--- src/rtl/audio_pkg.sv ---
// Shared constants for the audio tone path: silence level, 48-entry sine table, FSM states
// and the volume scaler.
package audio_pkg;

  localparam int unsigned SINE_LEN = 48;
  localparam logic [15:0] SILENCE  = 16'h8000;

  // One 1 kHz period at 48 kHz, offset-binary, starting at the trough.
  localparam logic [15:0] SINE_TABLE [SINE_LEN] = '{
    16'd0,     16'd280,   16'd1116,  16'd2494,  16'd4390,  16'd6771,
    16'd9597,  16'd12820, 16'd16384, 16'd20228, 16'd24287, 16'd28490,
    16'd32768, 16'd37045, 16'd41248, 16'd45307, 16'd49152, 16'd52715,
    16'd55938, 16'd58764, 16'd61145, 16'd63041, 16'd64419, 16'd65255,
    16'd65535, 16'd65255, 16'd64419, 16'd63041, 16'd61145, 16'd58764,
    16'd55938, 16'd52715, 16'd49152, 16'd45307, 16'd41248, 16'd37045,
    16'd32768, 16'd28490, 16'd24287, 16'd20228, 16'd16384, 16'd12820,
    16'd9597,  16'd6771,  16'd4390,  16'd2494,  16'd1116,  16'd280
  };

  typedef enum logic {
    IDLE = 1'b0,
    PLAY = 1'b1
  } state_e;

  // Attenuate around mid-scale so silence stays at 16'h8000 for every volume.
  function automatic logic [15:0] scale_sample(input logic [15:0] raw, input logic [1:0] vol);
    logic signed [16:0] s;
    s = $signed({1'b0, raw}) - 17'sd32768;
    s = s >>> vol;
    s = s + 17'sd32768;
    return s[15:0];
  endfunction

endpackage

--- src/rtl/audio_sine_rom.sv ---
// Combinational sine lookup; out-of-range addresses read as silence.
module audio_sine_rom
  import audio_pkg::*;
(
  input  logic [5:0]  addr_i,
  output logic [15:0] data_o
);

  always_comb begin
    data_o = SILENCE;
    if (addr_i < 6'(SINE_LEN)) begin
      data_o = SINE_TABLE[addr_i];
    end
  end

endmodule

--- src/rtl/audio_tone_sequencer.sv ---
// Command-driven tone generator: plays (step, duration, volume) notes from the sine table,
// one registered sample per 48 kHz clock.
module audio_tone_sequencer
  import audio_pkg::*;
#(
  parameter int unsigned FRAC_W = 8,
  parameter int unsigned DUR_W  = 16
) (
  input  logic                I_clk_audio,
  input  logic                I_reset_n,
  input  logic                I_cmd_valid,
  output logic                O_cmd_ready,
  input  logic [6+FRAC_W-1:0] I_cmd_step,
  input  logic [DUR_W-1:0]    I_cmd_dur,
  input  logic [1:0]          I_cmd_vol,
  input  logic                I_stop,
  output logic                O_busy,
  output logic [15:0]         O_sample
);

  localparam int unsigned PhaseW = 6 + FRAC_W;
  localparam logic [PhaseW:0]   Wrap    = (PhaseW + 1)'(SINE_LEN << FRAC_W);
  localparam logic [PhaseW-1:0] StepMax = PhaseW'(SINE_LEN << FRAC_W);

  state_e              state_q, state_d;
  logic [PhaseW-1:0]   phase_q, phase_d, step_q, step_d, phase_next;
  logic [PhaseW:0]     phase_sum;
  logic [DUR_W-1:0]    dur_q, dur_d;
  logic [1:0]          vol_q, vol_d;
  logic                rest_q, rest_d;
  logic [15:0]         sample_q, sample_d, rom_data;
  logic                last, accept, load;

  audio_sine_rom u_rom (
    .addr_i (phase_q[PhaseW-1:FRAC_W]),
    .data_o (rom_data)
  );

  assign last        = (dur_q == DUR_W'(1));
  assign O_cmd_ready = (state_q == IDLE) || ((state_q == PLAY) && last && !I_stop);
  assign accept      = I_cmd_valid && O_cmd_ready;
  assign load        = accept && (I_cmd_dur != '0);

  // Wide sum so a step near the table length cannot overflow before the exact wrap.
  assign phase_sum  = {1'b0, phase_q} + {1'b0, step_q};
  assign phase_next = (phase_sum >= Wrap) ? PhaseW'(phase_sum - Wrap) : PhaseW'(phase_sum);

  always_comb begin
    state_d  = state_q;
    phase_d  = phase_q;
    step_d   = step_q;
    dur_d    = dur_q;
    vol_d    = vol_q;
    rest_d   = rest_q;
    sample_d = sample_q;

    unique case (state_q)
      IDLE: begin
        sample_d = SILENCE;
      end
      PLAY: begin
        if (I_stop) begin
          state_d  = IDLE;
          sample_d = SILENCE;
        end else begin
          sample_d = rest_q ? SILENCE : scale_sample(rom_data, vol_q);
          phase_d  = phase_next;
          dur_d    = dur_q - DUR_W'(1);
          if (last && !load) begin
            state_d = IDLE;
          end
        end
      end
    endcase

    // Ready is only high in IDLE or on the final sample, so this covers both entry paths.
    if (load) begin
      state_d = PLAY;
      phase_d = '0;
      step_d  = I_cmd_step;
      dur_d   = I_cmd_dur;
      vol_d   = I_cmd_vol;
      rest_d  = (I_cmd_step == '0);
    end
  end

  always_ff @(posedge I_clk_audio or negedge I_reset_n) begin
    if (!I_reset_n) begin
      state_q  <= IDLE;
      phase_q  <= '0;
      step_q   <= '0;
      dur_q    <= '0;
      vol_q    <= '0;
      rest_q   <= 1'b0;
      sample_q <= SILENCE;
    end else begin
      state_q  <= state_d;
      phase_q  <= phase_d;
      step_q   <= step_d;
      dur_q    <= dur_d;
      vol_q    <= vol_d;
      rest_q   <= rest_d;
      sample_q <= sample_d;
    end
  end

  assign O_busy   = (state_q == PLAY);
  assign O_sample = sample_q;

  step_legal_a: assert property (@(posedge I_clk_audio) disable iff (!I_reset_n)
    (I_cmd_valid && O_cmd_ready && (I_cmd_dur != '0)) |-> (I_cmd_step < StepMax));

endmodule

--- config.mk ---
export PLATFORM = sky130hd
export DESIGN_NAME = audio_tone_sequencer
export DESIGN_NICKNAME = d
export VERILOG_FILES = /design/src/rtl/audio_pkg.sv /design/src/rtl/audio_sine_rom.sv /design/src/rtl/audio_tone_sequencer.sv
export SDC_FILE = /design/constraint.sdc
export NUM_CORES = 1
export LEC_CHECK = 0
export BUFFER_PORTS_ARGS = -buffer_cell sky130_fd_sc_hd__buf_2
export CAP_MARGIN = 25
export CORE_UTILIZATION = 60
export CTS_CLUSTER_DIAMETER = 100
export DETAILED_ROUTE_END_ITERATION = 10
export PLACE_DENSITY = 0.86
export SLEW_MARGIN = 20
export SYNTH_ARGS = -nofsm -noshare
export SYNTH_HDL_FRONTEND = slang
export SYNTH_SLANG_ARGS = --single-unit
--- constraint.sdc ---
create_clock -name I_clk_audio -period 4.1 [get_ports I_clk_audio]
set_input_delay 0.615 -clock I_clk_audio [delete_from_list [all_inputs] [get_ports I_clk_audio]]
set_output_delay 0.615 -clock I_clk_audio [all_outputs]
set_load 0.005 [all_outputs]
==> metrics.txt, run 1 <==
status=completed; RSZ-0062 raised after global routing=false; Via density=6.43; DRT iter0 DRCs=282; post-synthesis simple-gate area fraction=22.2%; Longest Clk Path Bufs=2; Compound-Gate Fraction of Synth Area=22.9%; later-pin clock latency in the skew report=360 ps; Async SR Flop Fraction=100%; initial antenna violation count=0; Wirelength per Cell=17.3 um; Net Sw Frac=45.5%; largest family of logic cells by synthesized area=compound AO/OA/AOI/OAI gates; WL final=13.4 mm; pin count of the biggest net entering global routing=50; Synth area leaders=dfrtp_1 31%, ha_1 9.0%, nand2_1 7.7%; WP data required=4370 ps; startpoint types=register; top cells by instance count after synthesis=106 x nand2_1, 63 x dfrtp_1, 55 x nor2_1; post-synthesis xor/xnor area fraction=3.37%; PnR worst setup slack=327 ps; maximum clock rate=265 MHz; CTS tree=done; Power, Total=3.59 mW; Post-Syn Instances=628; P_int=1.96 mW; minimum clock period=3770 ps; Clock Sinks=64; Placer Congestion=0.933; pre-CTS setup slack=572 ps; top-area cell type share of the netlist area=30.6%; first-pass GRT wire length=about 21 mm; pwr dens=~630 mW/mm^2; Die ar.=around 0.0090 mm^2; Lkg Pwr=2.55 nW; post-CTS setup buffers=0; Max-slew headroom=34.4%; Setup TNS=0 ps; layout cells sized above 1=16.1%; clock share of power=19.4%; EDFF count, synth=0; via count=4,952; CTS H-tree lvls=3; global route total overflow=0; post-synth cell types=76; # setup viols final=0; Synth Cell Area=~0.0052 mm^2; root buffer cell=clkbuf_8; Area growth syn-to-layout=9.71%; final antenna-violating net count=0; Starting Density=62.4%; adder-cell share of the synthesized area=under 10%; residual DRC count=0; Detailed Place HPWL=9.17 mm; Peak VDD IR=399 uV; Fin. Hold Viols=0; ANT cells=0; worst-path maximum fanout=4; post-synth top area cell=dfrtp_1; ys flop type=dfrtp_1; Slew Limit Fails=0; fillers=~620; IO Port Bufs=53; Ys Warns=0; maxcap violations=0; Ports=54; Tot GR Track Use=between 30% and 40%; Reg area=between 0.0015 and 0.002 mm^2; Logic pwr share=a little over half; critical path class=reg2reg; vias in the first global route=roughly 4,700; Total Nets Final=roughly 730; Post-Route Skew=19.3 ps; CTS buffer count=9; multi-input combinational cell area=0.00327 mm^2; part of the power in registers=25.7%; post-CTS sizing=0; die height=between 90 and 100 um; num rows=33; share of synthesized area spent on multiplexers=about 5.6%; Arr. time, crit path=4040 ps; Seq cells post-synth=64; Seq/Total Area, Yosys=31.1%; First-pass DRT Iterations=4; Crit. End Element=register; Least-Margin Pin Slew=981 ps; most numerous cell in the Yosys netlist=nand2_1; syn_area_per_cell=a little over 8 um^2; hold crit path type=in2async; clock-pin slew on the worst setup and hold paths=80 ps; final worst-path cycle share=around 90%; Die W=94.7 um; core area=0.00826 mm^2; P_sw=about 1.6 mW; Hold-fix buffers, CTS=0; Synth Net Count=702
==> logic make-up (layout without fill, tap and decap cells) <==
family                     count (synthesis)  after routing
and+or+nand+nor                          247            247
DFF                                       64             64
buffers and inverters                     61             98
xor gates and xnor gates                  19             19
muxes                                     23             23
AOI/OAI and AO/OA                        176            176
adders and majority gates                 38             38
==> critical path, cell delays in order, from the launching register on <==
cell and delay [ps]:
dfrtp_1 370, ha_1 210, inv_1 80, fa_1 410, and2b_1 270, o2111ai_2 170, a21o_1 230, a31oi_2 200
xor2_2 250, ha_1 190, nand2_1 50, nor3_1 170, o2111a_1 220, o211ai_1 130, o21ai_2 220, mux2_2 360
a21oi_1 170
==> per-stage QoR <==
| step | std cells | util, % | instance area (um^2) | hold slack (ps) |
|---|---|---|---|---|
| 2_1_floorplan | 628 | - | 5150 | 319 |
| 3_3_place_gp | 754 | 65.4 | 5400 | 464 |
| 3_5_place_dp | 754 | 65.4 | 5400 | 477 |
| 4_1_cts | 770 | 68.5 | 5650 | 461 |
| 5_1_grt | 770 | 68.5 | 5660 | 307 |
| 6_report | 770 | 68.5 | 5660 | 249 |
==> power groups by stage <==
stage	Sequential (mW)	Combinational, mW	Clock (mW)
6_report	0.922	1.97	0.698
5_1_grt	0.942	2.16	0.728
4_1_cts	0.917	1.92	0.698
3_5_place_dp	0.927	1.90	0
3_3_place_gp	0.914	1.82	0
2_1_floorplan	0.890	1.51	0
==> routing by layer <==
layer  GRT usage (%)  wire (um)  up-vias
met5               0          0        -
met4            18.2        565        0
met3            6.52        972       69
met2            50.6       6490      252
met1            37.4       5340     2320
li1                -          -     2311
==> final timing paths <==
kind,cells after the start,startpoint,to,slack [ps]
max,16,step_q[0],phase_q[12],330
min,1,I_reset_n,phase_q[7],250
max reg2reg,16,step_q[0],phase_q[12],330
min reg2reg,2,step_q[4],step_q[4],490
max in group asynchronous,2,I_reset_n,O_sample[15],3140
min in group I_clk_audio,3,I_cmd_vol[0],vol_q[0],460
==> layout by cell type (no fill, tap or decap), types with 5 or more instances in the layout <==
cell type / count
and2_1: 5
nor2_1: 55
clkbuf_8: 9
o211ai_1: 7
a211oi_1: 13
a21oi_1: 42
nand3_1: 11
xnor2_1: 12
o22ai_1: 9
a21o_1: 6
mux2_2: 5
nor2b_1: 8
nand2_1: 106
dfrtp_1: 63
mux2i_1: 14
buf_2: 52
nand2b_1: 10
inv_1: 21
nor3_1: 15
nor4_1: 12
buf_4: 8
o21ai_0: 44
xor2_1: 6
o31ai_1: 7
ha_1: 37
a31oi_1: 5
==> flip-flops by register name, summed over array words and instances, names as in the netlist <==
name / cells
phase_q: 14
dur_q: 16
O_busy: 1
O_sample: 16
rest_q: 1
step_q: 14
vol_q: 2
==> area by class of cell <==
class                   count  share of cell area [%]
multi-input cells         503                    57.8
flip-flops and latches     64                    28.3
repair buffers             60                    5.66
well taps                 105                    2.32
clock inverters             7                    2.21
clock buffers               9                    2.19
inverters                  22                    1.46
No activity file was read; power rests on OpenSTA's default activity.
==> inputs of run 2 (changes only) <==
- ABC_AREA: not set -> 1
- PLACE_DENSITY: 0.86 -> 0.81
==> metrics.txt, run 2 <==
Lkg Pwr=3.00 nW (was 2.55 nW); Async SR Flop Fraction=100% (unchanged); pwr dens=658 mW/mm^2 (was 634 mW/mm^2); num rows=33 (unchanged); CTS buffer count=9 (unchanged); Clock Sinks=64 (unchanged); post-synthesis simple-gate area fraction=33.3% (was 22.2%); Least-Margin Pin Slew=826 ps (was 981 ps); Crit. End Element=register (unchanged); most numerous cell in the Yosys netlist=nand2_1 (unchanged); pre-CTS setup slack=1120 ps (was 572 ps); ys flop type=dfrtp_1 (unchanged); Synth Net Count=827 (was 702); worst-path maximum fanout=26 (was 4); WL final=13.8 mm (was 13.4 mm); global route total overflow=0 (unchanged); status=completed (unchanged); share of synthesized area spent on multiplexers=0% (was 5.56%); DRT iter0 DRCs=358 (was 282); Die W=93.7 um (was 94.7 um); root buffer cell=clkbuf_8 (unchanged); layout cells sized above 1=10.4% (was 16.1%); IO Port Bufs=53 (unchanged); final worst-path cycle share=73.1% (was 92.0%); Die ar.=0.00877 mm^2 (was 0.00897 mm^2); residual DRC count=0 (unchanged); Longest Clk Path Bufs=2 (unchanged); post-synth cell types=44 (was 76); post-CTS setup buffers=0 (unchanged); commonest non-fill, non-tap cell in the layout=nand2_1 (unchanged); initial antenna violation count=0 (unchanged); startpoint types=register (unchanged); First-pass DRT Iterations=5 (was 4); Ports=54 (unchanged); CTS tree=done (unchanged); Detailed Place HPWL=10.6 mm (was 9.17 mm); pin count of the biggest net entering global routing=38 (was 50); maxcap violations=0 (unchanged); CTS H-tree lvls=3 (unchanged); crit path cell chain=ha_1, nand2_1, nor2_1, and2_1, nand2_1, nand3_1, nand2_1, ha_1, and3_1, nand3_1, nor2_1, nand2_1, nor2_1, nand3_1, nand2_1, nand2_1, nand3_1, nand2_1 (was ha_1, inv_1, fa_1, and2b_1, o2111ai_2, a21o_1, a31oi_2, xor2_2, ha_1, nand2_1, nor3_1, o2111a_1, o211ai_1, o21ai_2, mux2_2, a21oi_1); Bufs and invs on worst path=0 (was 1); slowest CP cell=dfrtp_1 (was fa_1); PnR worst setup slack=1100 ps (was 327 ps); WP data required=4330 ps (was 4370 ps); minimum clock period=3000 ps (was 3770 ps); Placer Congestion=0.933 (about the same); clock-pin slew on the worst setup and hold paths=80 ps (about the same); Crit path top cell by count=nand2_1 (was ha_1); adder-cell share of the synthesized area=9.58% (was 9.37%); Post-Route Skew=10.5 ps (was 19.3 ps); Tot GR Track Use=33.7% (was 30.9%); ANT cells=0 (unchanged); Seq cells post-synth=64 (unchanged); post-synthesis xor/xnor area fraction=1.74% (was 3.37%); Slew Limit Fails=0 (unchanged); RSZ-0062 raised after global routing=false (unchanged); post-CTS sizing=0 (unchanged); Seq/Total Area, Yosys=31.8% (was 31.1%); Crit path largest cell delay=870 ps (was 410 ps); via count=5,248 (was 4,952); maximum clock rate=334 MHz (was 265 MHz); Fin. Hold Viols=0 (unchanged); # setup viols final=0 (unchanged); post-synth top area cell=dfrtp_1 (unchanged); hold crit path type=in2async (unchanged); most frequent cells in the layout=264 x nand2_1, 88 x inv_1, 63 x dfrtp_1 (was 106 x nand2_1, 63 x dfrtp_1, 55 x nor2_1); top cells by instance count after synthesis=264 x nand2_1, 88 x inv_1, 63 x dfrtp_1 (was 106 x nand2_1, 63 x dfrtp_1, 55 x nor2_1); Peak VDD IR=309 uV (was 399 uV); Via density=5.77 (was 6.43); Post-Syn Instances=753 (was 628); syn_area_per_cell=6.70 um^2 (was 8.21 um^2); CP delay by family, top=simple AND/OR/NAND/NOR gates (was compound AO/OA/AOI/OAI gates); Total Nets Final=873 (was 734); die height=93.7 um (was 94.7 um); Compound-Gate Fraction of Synth Area=14.2% (was 22.9%); final antenna-violating net count=0 (unchanged); later-pin clock latency in the skew report=340 ps (was 360 ps); vias in the first global route=5,011 (was 4,716); Max-slew headroom=45.0% (was 34.4%); EDFF count, synth=0 (unchanged); critical path class=reg2reg (unchanged); Synth Cell Area=0.00504 mm^2 (was 0.00515 mm^2); first-pass GRT wire length=23.0 mm (was 21.5 mm); Ys Warns=0 (unchanged); Arr. time, crit path=3230 ps (was 4040 ps); Starting Density=61.7% (was 62.4%); top-area cell type share of the netlist area=31.3% (was 30.6%); core area=0.00818 mm^2 (was 0.00826 mm^2); Synth area leaders=dfrtp_1 31%, nand2_1 20%, ha_1 9.2% (was dfrtp_1 31%, ha_1 9.0%, nand2_1 7.7%); Wirelength per Cell=15.2 um (was 17.3 um); Area growth syn-to-layout=9.40% (was 9.71%); largest family of logic cells by synthesized area=simple AND/OR/NAND/NOR gates (was compound AO/OA/AOI/OAI gates); Setup TNS=0 ps (unchanged); Hold-fix buffers, CTS=0 (unchanged)
run 2: path summary, 6_finish.rpt:
path	startpoint	end	slack, ps	depth (start not counted)
setup / recovery	phase_q[10]	phase_q[12]	1100	18
hold / removal	I_reset_n	O_sample[2]	360	1
setup reg to reg	phase_q[10]	phase_q[12]	1100	18
hold reg to reg	step_q[0]	step_q[0]	490	2
max in group asynchronous	I_reset_n	O_sample[15]	2820	2
min in group I_clk_audio	I_cmd_step[9]	step_q[9]	480	3
run 2: cells by family (layout without fill, tap and decap cells):
kind of cell | after synthesis | after routing
and+or+nand+nor | 402 | 402
xor gates and xnor gates | 10 | 10
buffers and inverters | 114 | 165
DFF | 64 | 64
AOI/OAI and AO/OA | 125 | 125
adders and majority gates | 38 | 38
run 2: layout make-up:
| class | instances | area [um^2] |
|---|---|---|
| Inverter | 94 | 353 |
| Timing Repair Buffer | 55 | 280 |
| Multi-Input combinational cell | 575 | 2970 |
| Fill cell | 722 | 2660 |
| Clock inverter | 6 | 45.0 |
| Sequential cell | 64 | 1600 |
| Clock buffer | 10 | 138 |
| Tap cell | 105 | 131 |
run 2: routing by layer:
layer	track usage [%]	part of all wire, %
met5	0	0
met2	57.6	49
met1	39.9	40
met3	6.31	6.8
met4	18.5	4.7
run 2: power by group:
part           switching, mW  internal [mW]
logic                   1.41          0.722
registers              0.198          0.800
clock network          0.261          0.236
run 2: per-stage QoR:
stage / power [mW] / cell area (um^2) / instances / hold slack (ps) / util (%)
after floorplan: 2.51 / 5040 / 753 / 319 / -
after global placement: 3.05 / 5330 / 893 / 470 / 65.2
after detailed placement: 3.08 / 5330 / 893 / 475 / 65.2
after CTS: 3.58 / 5520 / 909 / 394 / 67.5
after global routing: 3.96 / 5520 / 909 / 436 / 67.5
final: 3.63 / 5520 / 909 / 359 / 67.5
==> inputs of run 3 (changes only) <==
- CORE_UTILIZATION: 60 -> 54
- PLACE_DENSITY: 0.81 -> 0.77
- clock period: 4.1 -> 2.7 ns (I/O delays scaled with it)
==> metrics.txt, run 3 (synthesis gave the netlist of run 2 again) <==
final antenna-violating net count=0 (unchanged); maxcap violations=0 (unchanged); core area=0.00889 mm^2 (was 0.00818 mm^2); Reg area=0.00160 mm^2 (unchanged); Max-slew headroom=60.1% (was 45.0%); fillers=779 (was 722); Lkg Pwr=3.11 nW (was 3.00 nW); Starting Density=56.7% (was 61.7%); Crit. End Element=register (unchanged); # setup viols final=0 (unchanged); via count=5,319 (was 5,248); status=completed (unchanged); Ports=54 (unchanged); Placer Congestion=1.02 (was 0.933); first-pass GRT wire length=23.3 mm (was 23.0 mm); IO Port Bufs=53 (unchanged); Post-DP Area=0.00547 mm^2 (was 0.00533 mm^2); later-pin clock latency in the skew report=340 ps (about the same); Setup TNS=0 ps (unchanged); die height=98.6 um (was 93.7 um); ANT cells=0 (unchanged); Wirelength per Cell=15.4 um (was 15.2 um); pwr dens=1020 mW/mm^2 (was 658 mW/mm^2); Final Cell Area=0.00588 mm^2 (was 0.00552 mm^2); Power, Total=5.98 mW (was 3.63 mW); commonest non-fill, non-tap cell in the layout=nand2_1 (unchanged); clock-pin slew on the worst setup and hold paths=70 ps (was 80 ps); layout cells sized above 1=15.8% (was 10.4%); CTS tree=done (unchanged); multi-input combinational cell area=0.00315 mm^2 (was 0.00297 mm^2); global route total overflow=0 (unchanged); Via density=5.71 (was 5.77); root buffer cell=clkbuf_8 (unchanged); Slew Limit Fails=0 (unchanged); Fin. Hold Viols=0 (unchanged); Peak VDD IR=440 uV (was 309 uV); CTS H-tree lvls=3 (unchanged); hold crit path type=in2async (unchanged); startpoint types=register (unchanged); Post-Route Skew=8.31 ps (was 10.5 ps); maximum clock rate=373 MHz (was 334 MHz); residual DRC count=0 (unchanged); pre-CTS setup slack=22.1 ps (was 1120 ps); PnR worst setup slack=22.2 ps (was 1100 ps); CTS buffer count=9 (unchanged); RSZ-0062 raised after global routing=true (was false); initial antenna violation count=0 (unchanged); num rows=34 (was 33); critical path class=reg2reg (unchanged); Tot GR Track Use=30.4% (was 33.7%); most frequent cells in the layout=260 x nand2_1, 86 x inv_1, 63 x dfrtp_1 (was 264 x nand2_1, 88 x inv_1, 63 x dfrtp_1); WP data required=2930 ps (was 4330 ps); Longest Clk Path Bufs=2 (unchanged); minimum clock period=2680 ps (was 3000 ps); worst-path maximum fanout=3 (was 26); Clock Sinks=64 (unchanged); WL final=14.4 mm (was 13.8 mm); final worst-path cycle share=99.2% (was 73.1%); Detailed Place HPWL=10.8 mm (was 10.6 mm); Area growth syn-to-layout=16.7% (was 9.40%); DRT iter0 DRCs=291 (was 358); Die W=98.6 um (was 93.7 um); Arr. time, crit path=2900 ps (was 3230 ps); vias in the first global route=5,080 (was 5,011); Least-Margin Pin Slew=598 ps (was 826 ps); Die ar.=0.00973 mm^2 (was 0.00877 mm^2); First-pass DRT Iterations=6 (was 5); Total Nets Final=893 (was 873); pin count of the biggest net entering global routing=44 (was 38)
-- run 3: changes by cell type in the layout (fill, tap and decap cells not counted), moves of 4 or more --
cell     before  now
ha_4          0   10
nand2_1     264  260
nand3_2       0    4
nand3_1      58   54
buf_4         2   21
ha_1         37   26
-- run 3: final cells by class --
cell class | instances | share of cell area, %
clock buffers | 11 | 2.40
clock inverters | 5 | 0.957
inverters | 94 | 6.00
multi-input cells | 575 | 53.6
flip-flops and latches | 64 | 27.2
well taps | 108 | 2.30
repair buffers | 75 | 7.53
-- run 3: stage by stage --
step	instances	utilization, %	hold slack (ps)
final	932	66.2	34.3
after global routing	932	66.2	62.6
after CTS	928	63.8	44.7
after detailed placement	912	61.5	412
after global placement	912	61.5	398
after floorplan	753	-	109
-- run 3: what timing repair did --
action	CTS	global route
pin swaps	0	10
resized for setup	1	32
hold buffers	0	0
buffers inserted	0	4
endpoints found under the setup margin	1	2
-- run 3: worst paths after layout --
path / slack (ps) / endpoint / from / cells past startpoint
worst max register to register: 20 / phase_q[13] / step_q[0] / 21
max in group asynchronous: 2060 / phase_q[3] / I_reset_n / 2
worst max-delay path: 20 / phase_q[13] / step_q[0] / 21
worst min register to register: 500 / rest_q / rest_q / 2
worst min-delay path: 30 / O_sample[0] / I_reset_n / 1
min in group I_clk_audio: 270 / vol_q[1] / I_cmd_vol[1] / 3
-- run 3: worst max-delay path, stage by stage, from the launching register on --
cell	delay [ps]
dfrtp_1	350
ha_2	190
inv_2	40
fa_2	390
inv_2	80
nand3_2	90
nand2_2	90
nand3_2	90
nand3_2	90
nand2_2	70
nand2_4	70
ha_4	120
and3_4	160
nand3_2	70
nor2_2	100
nand2_1	70
nor2_2	130
nand3_1	90
nand2_1	90
nand2_1	50
nand3_1	60
nand2_1	60
-- run 3: layer usage --
layer / up-vias / global-route usage (%) / routed length, um
met5: - / 0 / 0
met4: 0 / 18.9 / 754
li1: 2602 / - / -
met1: 2448 / 35.2 / 5600
met3: 57 / 3.90 / 846
met2: 212 / 53.5 / 7180
-- run 3: power breakdown --
part / switching [mW] / total (mW) / internal, mW
sequential: 0.222 / 1.44 / 1.22
combinational: 2.37 / 3.72 / 1.36
clock: 0.368 / 0.818 / 0.450
total: 2.96 / 5.98 / 3.02
